**config.mk**
```make
export PLATFORM = sky130hd
export DESIGN_NAME = shift_add_multiplier
export DESIGN_NICKNAME = d
export VERILOG_FILES = /design/src/rtl/shift_add_multiplier.sv
export SDC_FILE = /design/constraint.sdc
export NUM_CORES = 1
export LEC_CHECK = 0
export BUFFER_PORTS_ARGS = -buffer_cell sky130_fd_sc_hd__buf_2
export CELL_PAD_IN_SITES_DETAIL_PLACEMENT = 1
export CELL_PAD_IN_SITES_GLOBAL_PLACEMENT = 2
export CORE_ASPECT_RATIO = 1.25
export CORE_MARGIN = 2
export CORE_UTILIZATION = 35
export DETAILED_ROUTE_END_ITERATION = 10
export GPL_ROUTABILITY_DRIVEN = 0
export GPL_TIMING_DRIVEN = 0
export PLACE_DENSITY = 0.87
export RECOVER_POWER = 25
export SYNTH_ARGS = -nofsm -noshare
export SYNTH_HDL_FRONTEND = slang
export SYNTH_SLANG_ARGS = --single-unit
```
**constraint.sdc**
```tcl
create_clock -name clk -period 6.8 [get_ports clk]
set_clock_uncertainty 0.05 [all_clocks]
set_input_delay 1.02 -clock clk [delete_from_list [all_inputs] [get_ports clk]]
set_output_delay 1.02 -clock clk [all_outputs]
set_load 0.03 [all_outputs]
```
**src/rtl/shift_add_multiplier.sv**
```systemverilog
// rtl/shift_add_multiplier.sv - radix-2 shift-and-add 32x32->64 multiplier for MULT/MULTU
module thirty_two_bit_full_adder (
    input  logic [31:0] a,
    input  logic [31:0] b,
    input  logic        carry_in,
    output logic [31:0] sum,
    output logic        carry_out
);
    assign {carry_out, sum} = {1'b0, a} + {1'b0, b} + {32'd0, carry_in};
endmodule

module shift_add_multiplier #(
    parameter int WIDTH = 32
) (
    input  logic             clk,
    input  logic             reset,
    input  logic             start,
    input  logic             signed_op,
    input  logic [WIDTH-1:0] a,
    input  logic [WIDTH-1:0] b,
    output logic             busy,
    output logic             done,
    output logic [WIDTH-1:0] hi,
    output logic [WIDTH-1:0] lo
);
    localparam int CW = (WIDTH > 1) ? $clog2(WIDTH) : 1;

    typedef enum logic [1:0] {IDLE, RUN, DONE} state_t;

    state_t             state_q, state_d;
    logic [WIDTH-1:0]   mag_a;
    logic [WIDTH:0]     acc_hi;
    logic [WIDTH-1:0]   acc_lo;
    logic               neg;
    logic [CW-1:0]      count;
    logic               done_q;
    logic [WIDTH-1:0]   hi_q, lo_q;

    logic [WIDTH-1:0]   add_sum;
    logic               add_cout;
    logic [WIDTH:0]     upper_next;
    logic [2*WIDTH:0]   shifted;
    logic [2*WIDTH-1:0] product;
    logic [2*WIDTH-1:0] result;
    logic               last_iter;

    generate
        if (WIDTH == 32) begin : g_adder32
            thirty_two_bit_full_adder u_adder (
                .a         (acc_hi[WIDTH-1:0]),
                .b         (mag_a),
                .carry_in  (1'b0),
                .sum       (add_sum),
                .carry_out (add_cout)
            );
        end else begin : g_adder_beh
            assign {add_cout, add_sum} = {1'b0, acc_hi[WIDTH-1:0]} + {1'b0, mag_a};
        end
    endgenerate

    // The adder carry becomes bit WIDTH of the upper half; it is what the shift brings down.
    assign upper_next = acc_lo[0] ? {add_cout, add_sum} : acc_hi;
    assign shifted    = {upper_next, acc_lo} >> 1;
    assign product    = {acc_hi[WIDTH-1:0], acc_lo};
    assign result     = neg ? (~product + 1'b1) : product;
    assign last_iter  = (count == CW'(WIDTH - 1));

    always_comb begin
        state_d = state_q;
        case (state_q)
            IDLE:    if (start) state_d = RUN;
            RUN:     if (last_iter) state_d = DONE;
            DONE:    state_d = IDLE;
            default: state_d = IDLE;
        endcase
    end

    always_ff @(posedge clk) begin
        if (reset) begin
            state_q <= IDLE;
            mag_a   <= '0;
            acc_hi  <= '0;
            acc_lo  <= '0;
            neg     <= 1'b0;
            count   <= '0;
            done_q  <= 1'b0;
            hi_q    <= '0;
            lo_q    <= '0;
        end else begin
            state_q <= state_d;
            done_q  <= 1'b0;
            case (state_q)
                IDLE: begin
                    if (start) begin
                        mag_a  <= (signed_op && a[WIDTH-1]) ? (~a + 1'b1) : a;
                        acc_lo <= (signed_op && b[WIDTH-1]) ? (~b + 1'b1) : b;
                        acc_hi <= '0;
                        neg    <= signed_op & (a[WIDTH-1] ^ b[WIDTH-1]);
                        count  <= '0;
                    end
                end
                RUN: begin
                    acc_hi <= shifted[2*WIDTH:WIDTH];
                    acc_lo <= shifted[WIDTH-1:0];
                    count  <= count + 1'b1;
                end
                DONE: begin
                    hi_q   <= result[2*WIDTH-1:WIDTH];
                    lo_q   <= result[WIDTH-1:0];
                    done_q <= 1'b1;
                end
                default: ;
            endcase
        end
    end

    assign busy = (state_q != IDLE);
    assign done = done_q;
    assign hi   = hi_q;
    assign lo   = lo_q;
endmodule

```
==> results of run 1 <==
-- synth_stat cells (all sizes together), types with 18 or more instances --
master	count
dfxtp	169
nor2	153
nand2	142
a21oi	113
xor2	88
clkbuf	86
a211oi	79
o21ai	62
xnor2	48
a22oi	44
ha	37
o31ai	24
nand3	22
nor3	22
or3	22
inv	19
and3	18
-- cell type report --
class	instances	area [sq um]
fillers	3713	17140
multi-input cells	1053	6579
flip-flops and latches	169	3383
repair buffers	132	590.6
well taps	396	495.5
clock buffers	18	439.2
plain buffers	91	341.6
clock inverters	13	205.2
inverters	20	75.07
-- layout by cell type, fill, tap and decap left out, types with 7 or more instances in the layout --
master       n
mux2i_1      7
o41ai_1     15
ha_1        37
or4_1       13
o31ai_1     24
xnor2_1     48
a31oi_1     13
nand2b_1     7
buf_2       76
o22ai_1     16
and3_1      18
nor3_1      22
nor2_1     153
a211oi_1    79
a22oi_1     44
o21a_1       8
nand2_1    142
inv_1       19
o21ai_0     62
nor2b_1      9
clkbuf_1   143
xor2_1      88
dfxtp_1    169
clkbuf_16   17
a21oi_1    113
nor4_1      12
nand3_1     22
or3_1       22
a21o_1      16
-- cell families (layout without fill, tap and decap cells) --
family	count (synthesis)	after routing	synth area share, %
XOR/XNOR	136	136	11.48
flip-flops	169	169	32.60
adder cells (fa/ha/maj)	38	38	4.653
buffers and inverters	111	274	4.014
AND/OR/NAND/NOR	446	446	19.66
AO/OA/AOI/OAI	426	426	26.92
multiplexers	7	7	0.6751
-- worst max-delay path by stage --
| stage | cells past startpoint | start | to |
|---|---|---|---|
| 3_3_place_gp | 9 | a[16] | mag_a[29] |
| 3_5_place_dp | 9 | a[16] | mag_a[29] |
| 5_1_grt | 13 | acc_lo[0] | hi[30] |
| 4_1_cts | 13 | acc_lo[0] | hi[30] |
| 6_report | 13 | acc_lo[0] | hi[30] |
| 2_1_floorplan | 8 | a[16] | mag_a[29] |
-- critical path: stages, from the launching register on --
cell and delay (ns):
dfxtp_1 0.31, clkbuf_1 0.32, clkinv_1 0.31, ha_1 0.24, nor2b_1 0.25, and4_1 0.30
nand3_1 0.19, o31ai_1 0.42, clkbuf_1 0.42, nand3_1 0.24, a21oi_1 0.21, xnor2_1 0.16
nand2_1 0.07, a21oi_1 0.16
-- per-stage QoR --
| stage | hold WS [ns] | utilization (%) | cell area [sq um] | worst slack [ns] |
|---|---|---|---|---|
| after floorplan | 0.3900 | - | 10380 | 3.174 |
| after detailed placement | 0.3986 | 39.43 | 11530 | 2.835 |
| after global placement | 0.3915 | 39.43 | 11530 | 2.891 |
| after CTS | 0.4085 | 41.63 | 12180 | 3.119 |
| after global routing | 0.4341 | 41.39 | 12110 | 2.822 |
| final | 0.4057 | 41.39 | 12110 | 3.088 |
-- power by group --
part / total, mW / internal [mW] / switching, mW / leakage, nW
Clock: 1.09 / 0.636 / 0.457 / 0.314
Sequential: 1.08 / 1.03 / 0.0564 / 1.37
Combinational: 0.450 / 0.155 / 0.294 / 2.81
Total: 2.63 / 1.82 / 0.808 / 4.49
-- metal layers --
layer	part of all wire, %	wire length [um]
met3	3.4	1321
met1	42	16210
met2	52	20030
met4	3.0	1179
met5	0	0
-- state kept, by name, indices dropped and copies added, names as in the netlist --
signal and cells:
acc_hi 32, hi 32, count 5, neg 1, lo 32, state_q 2, acc_lo 32, mag_a 32
done 1
==> results.sh, run 1 <==
export IMPL_status="completed"
export IMPL_drc_errors=0
export IMPL_clock_sinks=169
export IMPL_whs_path_depth=2
export IMPL_antenna_found_initial=0
export IMPL_synthTopCellsByArea="dfxtp_1 (33%), xor2_1 (7.4%), a211oi_1 (5.7%), nor2_1 (5.5%), a21oi_1 (5.4%)"
export IMPL_clkSlewWorstSetupHoldPaths_ns=0.07
export IMPL_ys_seq_elements=169
export IMPL_nNetsFinal=1590
export IMPL_grt_pass1_vias=10840
export IMPL_leakage_nw=4.494
export IMPL_cts_setup_buffers=0
export IMPL_port_buffers=132
export IMPL_top_usage_layer="met2"
export IMPL_synth_nets=1439
export IMPL_grt_max_degree=17
export IMPL_num_io_pins=134
export IMPL_tns_ns=0
export IMPL_ctsLongestPathBuffers=2
export IMPL_total_power_mw=2.626
export IMPL_met3_usage_pct=2.924
export IMPL_routed_wl_mm=38.75
export IMPL_die_area_sq_um=31050
export IMPL_core_sq_um=29250
export IMPL_arrival_ns=4.03
export IMPL_hpwlAfterDp_mm=31.08
export IMPL_period_minus_slack_ns=3.712
export IMPL_drt_iter0_drc=508
export IMPL_synth_distinct_cells=53
export IMPL_rr_startpoint="acc_lo[0]"
export IMPL_finalHoldViolCount=0
export IMPL_rsz0062_at_grt="no"
export IMPL_viasPerCell=5.598
export IMPL_synth_seq_area_share_pct=32.60
export IMPL_maxSlewViolCount=0
export IMPL_cts_tree="built"
export IMPL_cts_inserted_buffers=17
export IMPL_synth_edf_count=0
export IMPL_grt_overflow_total=0
export IMPL_critical_path_class="flop to flop"
export IMPL_synth_ff_type="dfxtp_1"
export IMPL_hold_buffers=0
export IMPL_num_antenna_cells=0
export IMPL_layout_drive_gt1_share_pct=7.620
export IMPL_cts_resized=0
export IMPL_yosys_warnings=0
export IMPL_use_met2_pct=46.38
export IMPL_path_max_fanout=10
export IMPL_finalCritPeriodShare_pct=54.58
export IMPL_synth_top_area_share_pct=32.60
export IMPL_die_x_um=158.0
export IMPL_cts_root_buf="clkbuf_16"
export IMPL_synth_async_sr_flop_share_pct=0
export IMPL_crit_required_ns=7.12
export IMPL_cp_end_kind="flop"
export IMPL_num_rows=70
export IMPL_fmax_ghz=0.2694
export IMPL_drt_first_pass_iters=5
export IMPL_use_met1_pct=29.61
export IMPL_r2r_cells=13
export IMPL_htree_num_levels=4
export IMPL_power_density_nw_per_um2=216.9
export IMPL_grt_pass1_wl_mm=60.27
export IMPL_grt_total_usage_pct=25.03
export IMPL_hold_class="flop to flop"
export IMPL_place_inst=1861
export IMPL_die_h_um=196.5
export IMPL_cap_violations=0
export IMPL_syn_cell_area_sq_um=10380
export IMPL_synth_top_cell_by_area="dfxtp_1"
export IMPL_finalNonFillerCells=1892
export IMPL_min_to="hi[28]"
export IMPL_max_slew_margin_pct=40.69
export IMPL_syn_to_final_growth_pct=16.67
export IMPL_hold_start="hi[28]"
export IMPL_ant_nets=0
export IMPL_wl_per_cell_um=20.48
export IMPL_timing_rr_end="hi[30]"
export IMPL_setup_viol=0
export IMPL_ir_drop_uv=132.7
export IMPL_clock_latency_ns=0.44
export IMPL_startpoint_type="flop"
export IMPL_synthCells=1333
export IMPL_r2r_setup_slack_ns=3.09
export IMPL_avgSynthCellArea_sq_um=7.786
export IMPL_start_util_pct=35.48
export IMPL_tightest_slew_ns=0.8815
export IMPL_via_count=10590
(Power assumes the default switching activity.)
==> inputs of run 2 (changes only) <==
--- a/config.mk
+++ b/config.mk
@@ -5,12 +5,13 @@
 export SDC_FILE = /design/constraint.sdc
 export NUM_CORES = 1
 export LEC_CHECK = 0
+export ABC_AREA = 1
 export BUFFER_PORTS_ARGS = -buffer_cell sky130_fd_sc_hd__buf_2
 export CELL_PAD_IN_SITES_DETAIL_PLACEMENT = 1
 export CELL_PAD_IN_SITES_GLOBAL_PLACEMENT = 2
 export CORE_ASPECT_RATIO = 1.25
 export CORE_MARGIN = 2
-export CORE_UTILIZATION = 35
+export CORE_UTILIZATION = 32
 export DETAILED_ROUTE_END_ITERATION = 10
 export GPL_ROUTABILITY_DRIVEN = 0
 export GPL_TIMING_DRIVEN = 0
==> constraint.sdc (replaced) <==
create_clock -name clk -period 3.7 [get_ports clk]
set_clock_uncertainty 0.05 [all_clocks]
set_input_delay 0.555 -clock clk [delete_from_list [all_inputs] [get_ports clk]]
set_output_delay 0.555 -clock clk [all_outputs]
set_load 0.03 [all_outputs]
==> results.sh, run 2 <==
export IMPL_period_minus_slack_ns=3.120
export IMPL_final_common_cell="nand2_1"
export IMPL_path_max_fanout=10
export IMPL_synth_edf_count=0
export IMPL_total_power_mw=5.139
export IMPL_layout_drive_gt1_share_pct=7.585
export IMPL_fin_area_sq_um=14630
export IMPL_finalCritPeriodShare_pct=84.32
export IMPL_drt_first_pass_iters=4
export IMPL_num_rows=82
export IMPL_avgSynthCellArea_sq_um=5.843
export IMPL_wl_per_cell_um=19.28
export IMPL_met2_wirelength_mm=28.12
export IMPL_die_x_um=183.1
export IMPL_synth_distinct_cells=45
export IMPL_die_area_sq_um=41730
export IMPL_crit_required_ns=4.01
export IMPL_top_layer="met4"
export IMPL_status="completed"
export IMPL_synth_top_cell_by_area="dfxtp_1"
export IMPL_arrival_ns=3.43
export IMPL_setup_viol=0
export IMPL_critical_path_class="flop to flop"
export IMPL_hold_buffers=0
export IMPL_power_density_nw_per_um2=351.3
export IMPL_clock_latency_ns=0.46
export IMPL_ir_drop_uv=364.4
export IMPL_synth_nets=2302
export IMPL_start_util_pct=32.24
export IMPL_fin_hold_ws_ns=0.3662
export IMPL_antenna_found_initial=0
export IMPL_hpwlAfterDp_mm=46.44
export IMPL_cts_setup_buffers=0
export IMPL_port_buffers=132
export IMPL_grt_max_degree=17
export IMPL_num_antenna_cells=0
export IMPL_rsz0062_at_grt="no"
export IMPL_routed_wl_mm=55.21
export IMPL_synth_top_cells_by_count="nand2_1 (594), inv_1 (306), nor2_1 (302)"
export IMPL_grt_pass1_wl_mm=85.35
export IMPL_drt_iter0_drc=693
export IMPL_clock_sinks=169
export IMPL_final_cell_mix="nand2_1 (594), inv_1 (306), nor2_1 (302)"
export IMPL_fmax_ghz=0.3205
export IMPL_cts_inserted_buffers=17
export IMPL_ys_seq_elements=169
export IMPL_viasPerCell=5.216
export IMPL_cts_root_buf="clkbuf_16"
export IMPL_nNetsFinal=2453
export IMPL_num_io_pins=134
export IMPL_synthTopCellsByArea="dfxtp_1 (26%), nand2_1 (17%), inv_1 (9.0%), nor2_1 (8.8%), a21oi_1 (6.7%)"
export IMPL_wl_met3_mm=1.834
export IMPL_clkSlewWorstSetupHoldPaths_ns=0.07
export IMPL_place_area_sq_um=14120
export IMPL_cap_violations=0
export IMPL_startpoint_type="flop"
export IMPL_synthCells=2196
export IMPL_syn_to_final_growth_pct=14.00
export IMPL_cts_tree="built"
export IMPL_synth_ff_type="dfxtp_1"
export IMPL_synth_most_common_cell="nand2_1"
export IMPL_r2r_setup_slack_ns=0.58
export IMPL_ctsLongestPathBuffers=2
export IMPL_drc_errors=0
export IMPL_post_route_util_pct=36.75
export IMPL_core_sq_um=39810
export IMPL_grt_pass1_vias=15500
export IMPL_via_count=14940
export IMPL_cp_end_kind="flop"
export IMPL_die_h_um=227.9
export IMPL_synth_async_sr_flop_share_pct=0
export IMPL_finalHoldViolCount=0
export IMPL_tns_ns=0
export IMPL_max_slew_margin_pct=42.81
export IMPL_synth_seq_area_share_pct=26.37
export IMPL_leakage_nw=6.988
export IMPL_htree_num_levels=4
export IMPL_syn_cell_area_sq_um=12830
export IMPL_grt_total_usage_pct=26.52
export IMPL_grt_overflow_total=0
export IMPL_yosys_warnings=0
export IMPL_m1WireLength_mm=23.33
export IMPL_cts_resized=0
export IMPL_r2r_cells=15
export IMPL_maxSlewViolCount=0
export IMPL_tightest_slew_ns=0.8578
export IMPL_whs_path_depth=4
export IMPL_synth_top_area_share_pct=26.37
export IMPL_ant_nets=0
export IMPL_hold_class="primary input to flop"
## run 2: cell count changes after synthesis, moves of 34 or more
cell,before,now
a211oi_1,79,0
a21oi_1,113,173
clkbuf_1,86,49
inv_1,19,306
nand2_1,142,594
nand3_1,22,168
nand4_1,6,40
nor2_1,153,302
o21ai_0,62,104
xnor2_1,48,9
xor2_1,88,35
## run 2: area by class of cell
cell class	count	area (sq um)
plain buffers	78	331.6
clock buffers	19	432.9
clock inverters	13	145.1
fillers	5417	25180
inverters	317	1190
multi-input cells	1632	7928
flip-flops and latches	169	3383
well taps	504	630.6
repair buffers	132	588.1
## run 2: logic make-up (layout without fill, tap and decap cells)
family / Yosys count / count (layout) / share of synthesized area (%)
compound gates: 381 / 381 / 16.53
xor+xnor: 44 / 44 / 3.003
fa+ha+maj: 38 / 38 / 3.764
buf+inv: 395 / 559 / 11.86
flops: 169 / 169 / 26.37
simple gates: 1169 / 1169 / 38.48
## run 2: worst max-delay path, cell delays in order, from the launching register on
cell	delay, ns
dfxtp_1	0.31
buf_6	0.14
inv_2	0.16
clkbuf_1	0.55
ha_1	0.30
inv_1	0.09
nor3_2	0.23
nand2_2	0.15
nor2_2	0.14
nand3b_2	0.11
nand2_2	0.20
nand3_1	0.11
xor2_1	0.25
nand2_1	0.09
nand2_1	0.09
inv_1	0.04
## run 2: power breakdown
part           switching (mW)  internal [mW]
combinational           0.922          0.391
sequential              0.113           1.89
clock                   0.819           1.00
## run 2: per-stage QoR
step / std cells / setup WS [ns]
floorplan: 2196 / 1.514
global placement: 2832 / 0.7164
detailed placement: 2832 / 0.6452
CTS: 2864 / 0.6192
global route: 2864 / 0.4064
finish: 2864 / 0.5801
## run 2: path summary, 6_finish.rpt
| kind | endpoint | startpoint |
|---|---|---|
| hold / removal | acc_lo[22] | b[22] |
| hold reg to reg | count[3] | count[3] |
| setup reg to reg | hi[14] | acc_lo[0] |
| setup / recovery | hi[14] | acc_lo[0] |
## run 2: metal layers
layer	global-route usage [%]	up-vias
met3	2.953	96
met1	31.20	7158
li1	-	7367
met2	48.89	318
met5	0	-
met4	9.975	0
